### src/rtl/waveform_pkg.sv
// Shared types and sizing for the waveform display path.
// Sample width and largest decimation block size used by the decimator front end.
package waveform_pkg;

    localparam int SAMPLE_W       = 18;
    localparam int DECIM_MAX_LOG2 = 3;

    typedef enum logic [0:0] {
        RUN    = 1'b0,
        FROZEN = 1'b1
    } decim_state_t;

endpackage

### src/rtl/sample_decimator_if.sv
// Sample stream in / block result out for sample_decimator; peak_mode exists only
// when SAMPLE_DECIMATOR_PEAK_EN is defined. Strobed, no backpressure.
interface sample_decimator_if
    import waveform_pkg::*;
#(
    parameter int WIDTH = SAMPLE_W
);
`ifdef SAMPLE_DECIMATOR_PEAK_EN
    logic                    peak_mode;
`endif
    logic                    new_sample_in;
    logic signed [WIDTH-1:0] sample_in;
    logic [1:0]              decim_sel;
    logic                    freeze;
    logic                    new_sample_out;
    logic signed [WIDTH-1:0] sample_out;
    logic                    busy;

    modport master (
`ifdef SAMPLE_DECIMATOR_PEAK_EN
        output peak_mode,
`endif
        output new_sample_in, sample_in, decim_sel, freeze,
        input  new_sample_out, sample_out, busy
    );

    modport slave (
`ifdef SAMPLE_DECIMATOR_PEAK_EN
        input  peak_mode,
`endif
        input  new_sample_in, sample_in, decim_sel, freeze,
        output new_sample_out, sample_out, busy
    );
endinterface

### src/rtl/sample_decimator.sv
// Averages blocks of 2^decim_sel strobed samples (peak-magnitude option: SAMPLE_DECIMATOR_PEAK_EN).
// Result strobes one cycle after a block's last sample; no backpressure, freeze discards the partial block.
module sample_decimator
    import waveform_pkg::*;
#(
    parameter int WIDTH    = SAMPLE_W,
    parameter int MAX_LOG2 = DECIM_MAX_LOG2
)
(
    input  logic              clk,
    input  logic              reset,
    sample_decimator_if.slave bus
);

    localparam int         ACC_W     = WIDTH + MAX_LOG2;
    localparam logic [0:0] ST_RUN    = RUN;
    localparam logic [0:0] ST_FROZEN = FROZEN;

    logic [0:0]              r_state;
    logic signed [ACC_W-1:0] r_acc;
    logic [MAX_LOG2-1:0]     r_cnt;
    logic [1:0]              r_k_lat;
    logic                    r_new_sample_out;
    logic signed [WIDTH-1:0] r_sample_out;

    logic                    w_accept;
    logic                    w_block_start;
    logic [1:0]              w_k;
    logic [MAX_LOG2-1:0]     w_last_cnt;
    logic                    w_last;
    logic signed [ACC_W-1:0] w_sum;
    logic signed [WIDTH-1:0] w_avg;
    logic signed [WIDTH-1:0] w_result;

    assign w_accept      = bus.new_sample_in && (r_state == ST_RUN) && !bus.freeze;
    assign w_block_start = (r_cnt == '0);
    // The first sample of a block must see the new block size, not the stale latch.
    assign w_k           = w_block_start ? bus.decim_sel : r_k_lat;
    assign w_last_cnt    = MAX_LOG2'((32'd1 << w_k) - 32'd1);
    assign w_last        = (r_cnt == w_last_cnt);
    assign w_sum         = r_acc + ACC_W'(bus.sample_in);
    assign w_avg         = WIDTH'(w_sum >>> w_k);

`ifdef SAMPLE_DECIMATOR_PEAK_EN
    function automatic logic [WIDTH:0] mag(input logic signed [WIDTH-1:0] v);
        logic signed [WIDTH:0] e;
        e   = {v[WIDTH-1], v};
        mag = (e < 0) ? -e : e;
    endfunction

    logic                    r_peak_lat;
    logic signed [WIDTH-1:0] r_peak;
    logic                    w_peak_mode;
    logic signed [WIDTH-1:0] w_peak_next;

    assign w_peak_mode = w_block_start ? bus.peak_mode : r_peak_lat;
    // Strict greater-than keeps the earliest sample on magnitude ties.
    assign w_peak_next = (w_block_start || (mag(bus.sample_in) > mag(r_peak))) ? bus.sample_in : r_peak;
    assign w_result    = w_peak_mode ? w_peak_next : w_avg;

    always_ff @(posedge clk) begin
        if (reset) begin
            r_peak_lat <= 1'b0;
            r_peak     <= '0;
        end else if (w_accept) begin
            if (w_block_start) r_peak_lat <= bus.peak_mode;
            r_peak <= w_peak_next;
        end
    end
`else
    assign w_result = w_avg;
`endif

    always_ff @(posedge clk) begin
        if (reset) begin
            r_state          <= ST_RUN;
            r_acc            <= '0;
            r_cnt            <= '0;
            r_k_lat          <= '0;
            r_new_sample_out <= 1'b0;
            r_sample_out     <= '0;
        end else begin
            r_new_sample_out <= 1'b0;
            if (r_state == ST_RUN) begin
                if (bus.freeze) begin
                    r_state <= ST_FROZEN;
                    r_acc   <= '0;
                    r_cnt   <= '0;
                end else if (w_accept) begin
                    if (w_block_start) r_k_lat <= bus.decim_sel;
                    if (w_last) begin
                        r_sample_out     <= w_result;
                        r_new_sample_out <= 1'b1;
                        r_acc            <= '0;
                        r_cnt            <= '0;
                    end else begin
                        r_acc <= w_sum;
                        r_cnt <= r_cnt + MAX_LOG2'(1);
                    end
                end
            end else if (!bus.freeze) begin
                r_state <= ST_RUN;
            end
        end
    end

    assign bus.new_sample_out = r_new_sample_out;
    assign bus.sample_out     = r_sample_out;
    assign bus.busy           = (r_cnt != '0);

endmodule

### src/flat_wrapper.sv
// flat-port wrapper written by rule: the top's interface ports become plain ports
module sample_decimator_flat import waveform_pkg::*;
#(
    parameter int WIDTH    = SAMPLE_W,
    parameter int MAX_LOG2 = DECIM_MAX_LOG2
)
  (clk, reset, bus_new_sample_in, bus_sample_in, bus_decim_sel, bus_freeze, bus_new_sample_out, bus_sample_out, bus_busy);
  sample_decimator_if #(.WIDTH(WIDTH)) bus_i ();
  input  logic clk;
  input  logic reset;
  input wire logic [$bits(bus_i.new_sample_in)-1:0] bus_new_sample_in;
  input wire logic [$bits(bus_i.sample_in)-1:0] bus_sample_in;
  input wire logic [$bits(bus_i.decim_sel)-1:0] bus_decim_sel;
  input wire logic [$bits(bus_i.freeze)-1:0] bus_freeze;
  output wire logic [$bits(bus_i.new_sample_out)-1:0] bus_new_sample_out;
  output wire logic [$bits(bus_i.sample_out)-1:0] bus_sample_out;
  output wire logic [$bits(bus_i.busy)-1:0] bus_busy;
  assign bus_i.new_sample_in = bus_new_sample_in;
  assign bus_i.sample_in = bus_sample_in;
  assign bus_i.decim_sel = bus_decim_sel;
  assign bus_i.freeze = bus_freeze;
  assign bus_new_sample_out = bus_i.new_sample_out;
  assign bus_sample_out = bus_i.sample_out;
  assign bus_busy = bus_i.busy;
  sample_decimator #(.WIDTH(WIDTH), .MAX_LOG2(MAX_LOG2)) u_core (.clk(clk), .reset(reset), .bus(bus_i));
endmodule
### config.mk
export PLATFORM = sky130hd
export DESIGN_NAME = sample_decimator_flat
export DESIGN_NICKNAME = d
export VERILOG_FILES = /design/src/rtl/waveform_pkg.sv /design/src/rtl/sample_decimator_if.sv /design/src/rtl/sample_decimator.sv /design/src/flat_wrapper.sv
export SDC_FILE = /design/constraint.sdc
export NUM_CORES = 1
export LEC_CHECK = 0
export ABC_AREA = 1
export ABC_CLOCK_PERIOD_IN_PS = 2500
export CELL_PAD_IN_SITES_DETAIL_PLACEMENT = 1
export CELL_PAD_IN_SITES_GLOBAL_PLACEMENT = 2
export CORE_UTILIZATION = 30
export DETAILED_ROUTE_END_ITERATION = 7
export PLACE_DENSITY_LB_ADDON = 0.1
export SKIP_CTS_REPAIR_TIMING = 1
export SLEW_MARGIN = 10
export SYNTH_ARGS = -nofsm -noshare
export SYNTH_HDL_FRONTEND = slang
export SYNTH_SLANG_ARGS = --single-unit
### constraint.sdc
create_clock -name clk -period 2.5 [get_ports clk]
set_input_delay 0.625 -clock clk [delete_from_list [all_inputs] [get_ports clk]]
set_output_delay 0.625 -clock clk [all_outputs]
set_load 0.02 [all_outputs]
==> results of run 1 <==
-- synthesized netlist by cell type (all sizes together) --
cell type	instances	area, um2
o211ai	1	7.51
a21oi	49	245
o21a	7	52.6
nand2	179	687
xor2	7	68.8
dfxtp	46	921
clkbuf	8	30.0
inv	69	259
nand3	75	380
nand4	6	37.5
nor3	7	35.0
or2	4	25.0
a31oi	2	12.5
clkinv	1	3.75
and2	1	6.26
o21ai	25	125
ha	22	275
o21bai	2	15.0
a21o	1	7.51
mux2i	2	20.0
xnor2	4	35.0
o22ai	1	6.26
fa	1	20.0
nor2	47	184
buf	9	76.3
nand3b	1	7.51
-- per-stage QoR --
| step | area (um2) | TNS [ns] | setup WS [ns] |
|---|---|---|---|
| 2_1_floorplan | 3540 | 0 | 0.223 |
| 4_1_cts | 4810 | -2.10 | -0.233 |
| 5_1_grt | 5530 | -0.0809 | -0.0469 |
| 6_report | 5530 | 0 | 0.0720 |
| 3_3_place_gp | 4640 | -10.43 | -0.496 |
| 3_5_place_dp | 4640 | -12.24 | -0.528 |
-- layer usage --
layer | up-vias | GRT usage [%] | routed length [um]
li1 | 2106 | - | -
met4 | 0 | 5.42 | 212
met2 | 44 | 39.5 | 6890
met1 | 1983 | 24.9 | 5770
met5 | - | 0 | 0
met3 | 14 | 4.16 | 278
-- report_power, final --
| group | total, mW | switching [mW] | internal, mW | leakage (nW) |
|---|---|---|---|---|
| sequential | 0.785 | 0.0218 | 0.763 | 0.373 |
| combinational | 0.881 | 0.487 | 0.394 | 2.16 |
| clock | 0.794 | 0.320 | 0.473 | 0.0771 |
| total | 2.46 | 0.830 | 1.63 | 2.61 |
-- final timing paths --
| path | from | to | cells past startpoint |
|---|---|---|---|
| hold / removal | u_core.r_acc[15] | u_core.r_acc[15] | 2 |
| hold reg to reg | u_core.r_acc[15] | u_core.r_acc[15] | 2 |
| setup reg to reg | u_core.r_cnt[1] | u_core.r_acc[12] | 12 |
| setup / recovery | bus_sample_in[1] | u_core.bus.sample_out[17] | 13 |
-- worst register-to-register path: stages, from the launching register on --
cell	delay (ns)
dfxtp_1	0.36
inv_1	0.11
ha_1	0.26
nand2_4	0.10
nand2_1	0.05
nand2_1	0.10
nand2_1	0.10
xor2_1	0.17
nand3_2	0.14
nand2_2	0.11
inv_2	0.38
nand2_1	0.18
a21oi_1	0.15
-- sequential cells by signal, summed over array words and instances, names as in the netlist --
name	count
u_core.r_state	1
u_core.r_k_lat	2
u_core.r_acc	21
u_core.bus.sample_out	18
u_core.r_cnt	3
u_core.bus.new_sample_out	1
-- kinds of logic after synthesis --
logic type	share of synthesized area (%)
and+or+nand+nor	38.5
AOI/OAI and AO/OA	13.3
buffers and inverters	10.4
DFF	26.0
adders and majority gates	8.33
xor gates and xnor gates	2.93
muxes	0.565
-- layout make-up --
type,instances,share of cell area [%]
clock inverters,2,0.678
clock buffers,6,2.33
well taps,143,3.23
inverters,70,4.75
flip-flops and latches,46,16.6
multi-input cells,444,52.4
repair buffers,127,20.0
==> out/qor.yml, run 1 <==
finalPower_mw: 2.46
worstPathArrival_ns: 2.62
ir_drop_mv: 0.234
vias_per_cell: 4.95
fp-row-count: 39
port_buffers: 43
antenna_found_initial: 0
dp_hpwl_mm: 9.90
critPathRequiredTime_ns: 2.69
drt_iter0_drc: 99
cts_tree: "yes"
layout_commonest_cell: "nand2_1"
gp_congestion: 0.857
critical_path.max_stage_delay_ns: 0.42
relSlewSlack_pct: 59.4
start_util_pct: 30.9
fmax_ghz: 0.412
fin_skew_ns: 0.00502
vias: 4147
netlist_area_um2: 3540
synth_warnings: 0
path_cells: "clkdlybuf4s50_1 -> buf_4 -> ha_4 -> nand2_1 -> nand2_1 -> and2_4 -> buf_4 -> nand3b_1 -> nand4_1 -> nand3_1 -> nand2_1 -> nor2_1 -> a21oi_1"
clock_sinks: 46
grt_first_pass_wirelength_mm: 20.8
worst_skew_pair.late_latency_ns: 0.30
slowest_stage: "clkdlybuf4s50_1"
die_area_um2: 12300
clockBufferDepth: 2
finalSetupViolations: 0
numCtsBuffers: 5
ys_types: 34
ff2ff_setup_slack_ns: 0.25
multiInputGateArea_um2: 2900
ys_ff_latch: 46
grt_max_degree: 26
clk_pin_slew_ns: 0.07
die_h_um: 111
fin_util_pct: 48.3
cap_violations: 0
cp-start-kind: "primary input"
path_delay_family: "simple AND/OR/NAND/NOR gates"
regArea_um2: 921
synth-seq-area-share_pct: 26.0
endpoint_kind: "flip-flop"
drive_gt1_share_pct: 30.5
synthCells: 577
tightestPinTransition_ns: 0.609
critical_path_class: "primary input to flip-flop"
critPathMostFrequentCell: "nand2_1"
synth_nets: 624
final_cells: 838
holdWs_ns: 0.475
nNetsFinal: 741
worstPathMaxFanout: 3
final_cell_mix: "144 x nand2_1, 81 x buf_4, 64 x inv_1"
rsz0062_at_grt: "true"
grt_pass1_vias: 4261
antenna_left: 0
fillers: 1480
p_leak_nw: 2.61
wirelength_mm: 13.1
wl_per_cell_um: 15.7
antenna_cells: 0
path_buf_inv: 3
placed_cells: 822
pin_count: 44
htreeDepth: 2
die_w_um: 111
area_growth_pct: 56.2
hold_class: "flip-flop to flip-flop"
gr-usage-all-layers_pct: 21.3
core_um2: 11500
dr.pass1.iters: 4
cts-root-buf: "clkbuf_16"
avgSynthCellArea_um2: 6.14
slew_viol_final: 0
status: "finished, final reports clean"
drcViolationCount: 0
power-per-cell-area_nw_per_um2: 444
grt_overflow_total: 0
final_hold_viol_count: 0
final.min_clock_period_ns: 2.43
period_share_pct: 97.1
No activity file was read; power rests on OpenSTA's default activity.
==> run 2: changes to the inputs <==
- HOLD_SLACK_MARGIN: default -> 0.06
- REMOVE_ABC_BUFFERS: default -> 1
==> run 2 against run 1 <==
  * Clock skew about the same
  * Routed wire length grew 0.17%
  * Combinational power shrank 3.4%
  * Global-route usage down 0.065 points
  * Critical path type unchanged
  * Largest power group unchanged
  * Highest routed layer unchanged
==> out/qor.yml, run 2 (synthesis gave the netlist of run 1 again) <==
vias: 4070  # was 4,147
pin_count: 44  # unchanged
worstPathArrival_ns: 2.62  # about the same
slew_viol_final: 0  # unchanged
pwr-share-seq_pct: 33.7  # was 31.9%
final.min_clock_period_ns: 2.43  # about the same
grt_pass1_vias: 4182  # was 4,261
vias_per_cell: 4.90  # was 4.95
cts-root-buf: "clkbuf_16"  # unchanged
grt_first_pass_wirelength_mm: 20.7  # was 20.8 mm
worstPathMaxFanout: 4  # was 3
layout_commonest_cell: "nand2_1"  # unchanged
relSlewSlack_pct: 58.4  # was 59.4%
endpoint_kind: "flip-flop"  # unchanged
ir_drop_mv: 0.383  # was 0.234 mV
cp-start-kind: "primary input"  # unchanged
combPwrFrac_pct: 36.5  # was 35.8%
drcViolationCount: 0  # unchanged
die_h_um: 111  # unchanged
critical_path_class: "primary input to flip-flop"  # unchanged
internal-power_mw: 1.51  # was 1.63 mW
htreeDepth: 2  # unchanged
period_share_pct: 97.2  # was 97.1%
die_area_um2: 12300  # unchanged
drt_iter0_drc: 104  # was 99
gr-usage-all-layers_pct: 21.3  # about the same
drive_gt1_share_pct: 27.2  # was 30.5%
cts_tree: "yes"  # unchanged
wl_per_cell_um: 15.9  # was 15.7 um
grt_max_degree: 35  # was 26
core_um2: 11500  # unchanged
status: "finished, final reports clean"  # unchanged
netSwitchingPower_uw: 817  # was 830 uW
antenna_found_initial: 0  # unchanged
holdWs_ns: 0.477  # was 0.475 ns
numCtsBuffers: 5  # unchanged
final_cell_mix: "148 x nand2_1, 75 x buf_4, 64 x inv_1"  # was 144 x nand2_1, 81 x buf_4, 64 x inv_1
antenna_left: 0  # unchanged
fp-row-count: 39  # unchanged
critPathRequiredTime_ns: 2.69  # about the same
antenna_cells: 0  # unchanged
tightestPinTransition_ns: 0.623  # was 0.609 ns
finalSetupViolations: 0  # unchanged
place_area_um2: 4580  # was 4640 um2
dp_hpwl_mm: 9.80  # was 9.90 mm
nNetsFinal: 733  # was 741
fin_skew_ns: 0.00533  # was 0.00502 ns
dr.pass1.iters: 4  # unchanged
power-per-cell-area_nw_per_um2: 438  # was 444 nW/um2
rsz0062_at_grt: "true"  # unchanged
die_w_um: 111  # unchanged
area_growth_pct: 50.0  # was 56.2%
largest_reg_flops: 21  # unchanged
port_buffers: 43  # unchanged
fmax_ghz: 0.411  # was 0.412 GHz
p_clk_share_pct: 29.8  # was 32.3%
finalPower_mw: 2.33  # was 2.46 mW
wirelength_mm: 13.2  # was 13.1 mm
p_leak_nw: 2.50  # was 2.61 nW
clock_sinks: 46  # unchanged
start_util_pct: 30.9  # unchanged
hold_class: "flip-flop to flip-flop"  # unchanged
design_area_um2: 5320  # was 5530 um2
fin_util_pct: 46.4  # was 48.3%
worst_skew_pair.late_latency_ns: 0.30  # about the same
clockBufferDepth: 2  # unchanged
final_hold_viol_count: 0  # unchanged
largest_register: "u_core.r_acc"  # unchanged
gp_congestion: 0.856  # was 0.857
cap_violations: 0  # unchanged
clk_pin_slew_ns: 0.07  # about the same
grt_overflow_total: 0  # unchanged
sw_frac_of_total_pct: 35.1  # was 33.7%
run 2: final timing paths:
check	start	endpoint	slack, ns	depth (start not counted)
worst max-delay path	bus_sample_in[9]	u_core.bus.sample_out[17]	0.07	14
worst min-delay path	u_core.r_acc[11]	u_core.r_acc[11]	0.48	2
worst min register to register	u_core.r_acc[11]	u_core.r_acc[11]	0.48	2
worst max register to register	u_core.r_cnt[0]	u_core.r_acc[20]	0.33	12
run 2: through the flow:
step,setup TNS [ns],std cells,setup slack [ns]
final,0,830,0.0697
after global routing,-0.139,830,-0.0552
after CTS,-2.17,824,-0.214
after detailed placement,-11.55,816,-0.502
after global placement,-10.38,816,-0.507
after floorplan,0,560,0.000411
run 2: cell type report:
class	count	area [um2]
clock buffers	6	129
fillers	1501	6150
multi-input cells	444	2790
inverters	70	263
well taps	143	179
clock inverters	2	13.8
repair buffers	119	1020
flip-flops and latches	46	921
run 2: critical path: stages:
cell             delay (ns)
clkdlybuf4s50_1        0.45
ha_4                   0.31
nand2_2                0.07
buf_4                  0.13
nor2_1                 0.21
inv_1                  0.10
nor2_1                 0.14
nand3_2                0.13
nand3_1                0.12
nand2_1                0.06
nand2_1                0.06
nor2_1                 0.04
nor2_1                 0.10
a21oi_1                0.07
run 2: per-layer routing:
metal | part of all wire [%] | global-route usage [%]
met2 | 51 | 38.6
met1 | 45 | 26.1
met4 | 1.7 | 4.71
met3 | 2.6 | 3.66
met5 | 0 | 0
run 2: power by group through the flow:
stage / registers [mW] / logic (mW) / clock network [mW]
global placement: 0.797 / 0.714 / 0
global route: 0.789 / 0.938 / 0.752
CTS: 0.781 / 0.729 / 0.721
floorplan: 0.807 / 0.374 / 0
detailed placement: 0.798 / 0.723 / 0
finish: 0.785 / 0.851 / 0.695
==> run 3: changes to the inputs <==
- CAP_MARGIN: default -> 20
- CORE_ASPECT_RATIO: default -> 1.1
==> run 3 against run 2 <==
  * Critical path depth up 1
  * Clock-buffer cell count unchanged
  * Combinational power down 3.2%
  * First-iteration DRC count up 38%
  * Core utilization down 0.69 points
  * Global-route usage up 0.38 points
  * Largest cell class unchanged
  * Largest power group unchanged
==> out/qor.yml, run 3 (synthesis gave the netlist of run 1 again) <==
drcViolationCount: 0  # unchanged
nNetsFinal: 729  # was 733
status: "finished, final reports clean"  # unchanged
vias: 4066  # was 4,070
finalSetupViolations: 0  # unchanged
fin_skew_ns: 0.00465  # was 0.00533 ns
final.min_clock_period_ns: 2.43  # about the same
rsz0062_at_grt: "true"  # unchanged
die_h_um: 116  # was 111 um
grt_max_degree: 26  # was 35
antenna_found_initial: 0  # unchanged
die_w_um: 106  # was 111 um
regArea_um2: 921  # unchanged
die_area_um2: 12300  # about the same
port_buffers: 43  # unchanged
clock_sinks: 46  # unchanged
htreeDepth: 2  # unchanged
dp_hpwl_mm: 10.0  # was 9.80 mm
hold_class: "flip-flop to flip-flop"  # unchanged
finalPower_mw: 2.40  # was 2.33 mW
worst_skew_pair.late_latency_ns: 0.29  # was 0.30 ns
dr.pass1.iters: 4  # unchanged
relSlewSlack_pct: 57.8  # was 58.4%
fin_util_pct: 45.7  # was 46.4%
largest_register: "u_core.r_acc"  # unchanged
multiInputGateArea_um2: 2690  # was 2790 um2
cp-start-kind: "primary input"  # unchanged
grt_first_pass_wirelength_mm: 20.7  # about the same
start_util_pct: 30.8  # was 30.9%
worstPathMaxFanout: 4  # unchanged
fmax_ghz: 0.411  # about the same
drt_iter0_drc: 144  # was 104
gr-usage-all-layers_pct: 21.6  # was 21.3%
tightestPinTransition_ns: 0.633  # was 0.623 ns
grt_overflow_total: 0  # unchanged
final_cell_mix: "152 x nand2_1, 69 x buf_4, 65 x inv_1"  # was 148 x nand2_1, 75 x buf_4, 64 x inv_1
cts_tree: "yes"  # unchanged
wirelength_mm: 13.3  # was 13.2 mm
clk_pin_slew_ns: 0.07  # about the same
drive_gt1_share_pct: 25.6  # was 27.2%
gp_congestion: 0.831  # was 0.856
core_um2: 11500  # about the same
final_hold_viol_count: 0  # unchanged
area_growth_pct: 48.1  # was 50.0%
numCtsBuffers: 5  # unchanged
worstPathArrival_ns: 2.62  # about the same
place_area_um2: 4590  # was 4580 um2
cap_violations: 0  # unchanged
vias_per_cell: 4.88  # was 4.90
antenna_cells: 0  # unchanged
ir_drop_mv: 0.277  # was 0.383 mV
fp-row-count: 41  # was 39
pin_count: 44  # unchanged
period_share_pct: 97.2  # about the same
grt_pass1_vias: 4182  # unchanged
layout_commonest_cell: "nand2_1"  # unchanged
critical_path_class: "primary input to flip-flop"  # unchanged
design_area_um2: 5250  # was 5320 um2
wl_per_cell_um: 15.9  # about the same
largest_reg_flops: 21  # unchanged
critPathRequiredTime_ns: 2.69  # about the same
power-per-cell-area_nw_per_um2: 458  # was 438 nW/um2
cts-root-buf: "clkbuf_16"  # unchanged
endpoint_kind: "flip-flop"  # unchanged
holdWs_ns: 0.477  # about the same
fillers: 1517  # was 1,501
antenna_left: 0  # unchanged
clockBufferDepth: 2  # unchanged
slew_viol_final: 0  # unchanged
p_leak_nw: 2.44  # was 2.50 nW
run 3: cell types whose count changed in the layout (fill, tap and decap cells not counted), sizes merged:
cell	delta
dlymetal6s2s	-1
bufinv	+1
clkinv	-2
buf	-4
clkinvlp	+1
clkdlybuf4s50	+1
run 3: layout make-up:
class,instances,share of cell area (%)
inverters,70,5.01
flip-flops and latches,46,17.5
well taps,150,3.58
clock buffers,6,2.46
multi-input cells,444,51.3
clock inverters,2,0.715
repair buffers,115,19.4
run 3: path summary, 6_finish.rpt:
path                     from                         to  slack, ns  depth (start not counted)
max reg2reg   u_core.r_cnt[0]            u_core.r_acc[5]       0.33                         12
min           u_core.r_acc[2]            u_core.r_acc[2]       0.48                          2
max          bus_sample_in[8]  u_core.bus.sample_out[17]       0.07                         15
min reg2reg   u_core.r_acc[2]            u_core.r_acc[2]       0.48                          2
run 3: layer usage:
metal	GRT usage (%)	vias up	wire [um]
li1	-	2076	-
met3	2.53	7	344
met2	38.3	47	6340
met1	28.1	1936	6450
met5	0	-	0
met4	5.46	0	110
run 3: critical path, cell delays in order:
cell	delay, ns
clkdlybuf4s50_1	0.51
ha_4	0.23
nand2_1	0.06
nand2_1	0.07
buf_4	0.13
nand2_1	0.06
nand2_2	0.08
inv_1	0.09
nand2_1	0.06
nand2_1	0.10
nand4_1	0.22
nand3_1	0.16
nand2_1	0.05
nor2_1	0.09
a21oi_1	0.07
run 3: per-stage QoR:
stage,TNS (ns),worst slack (ns),std cells
2_1_floorplan,0,0.000411,560
3_3_place_gp,-9.93,-0.549,819
3_5_place_dp,-12.57,-0.621,819
4_1_cts,-3.37,-0.321,827
5_1_grt,-0.258,-0.0577,833
6_report,0,0.0690,833
run 3: where the power goes:
group	internal (mW)	switching [mW]	total [mW]	leakage [nW]
clock network	0.474	0.322	0.796	0.0771
logic	0.364	0.460	0.824	1.99
registers	0.763	0.0218	0.785	0.373
total	1.60	0.804	2.40	2.44
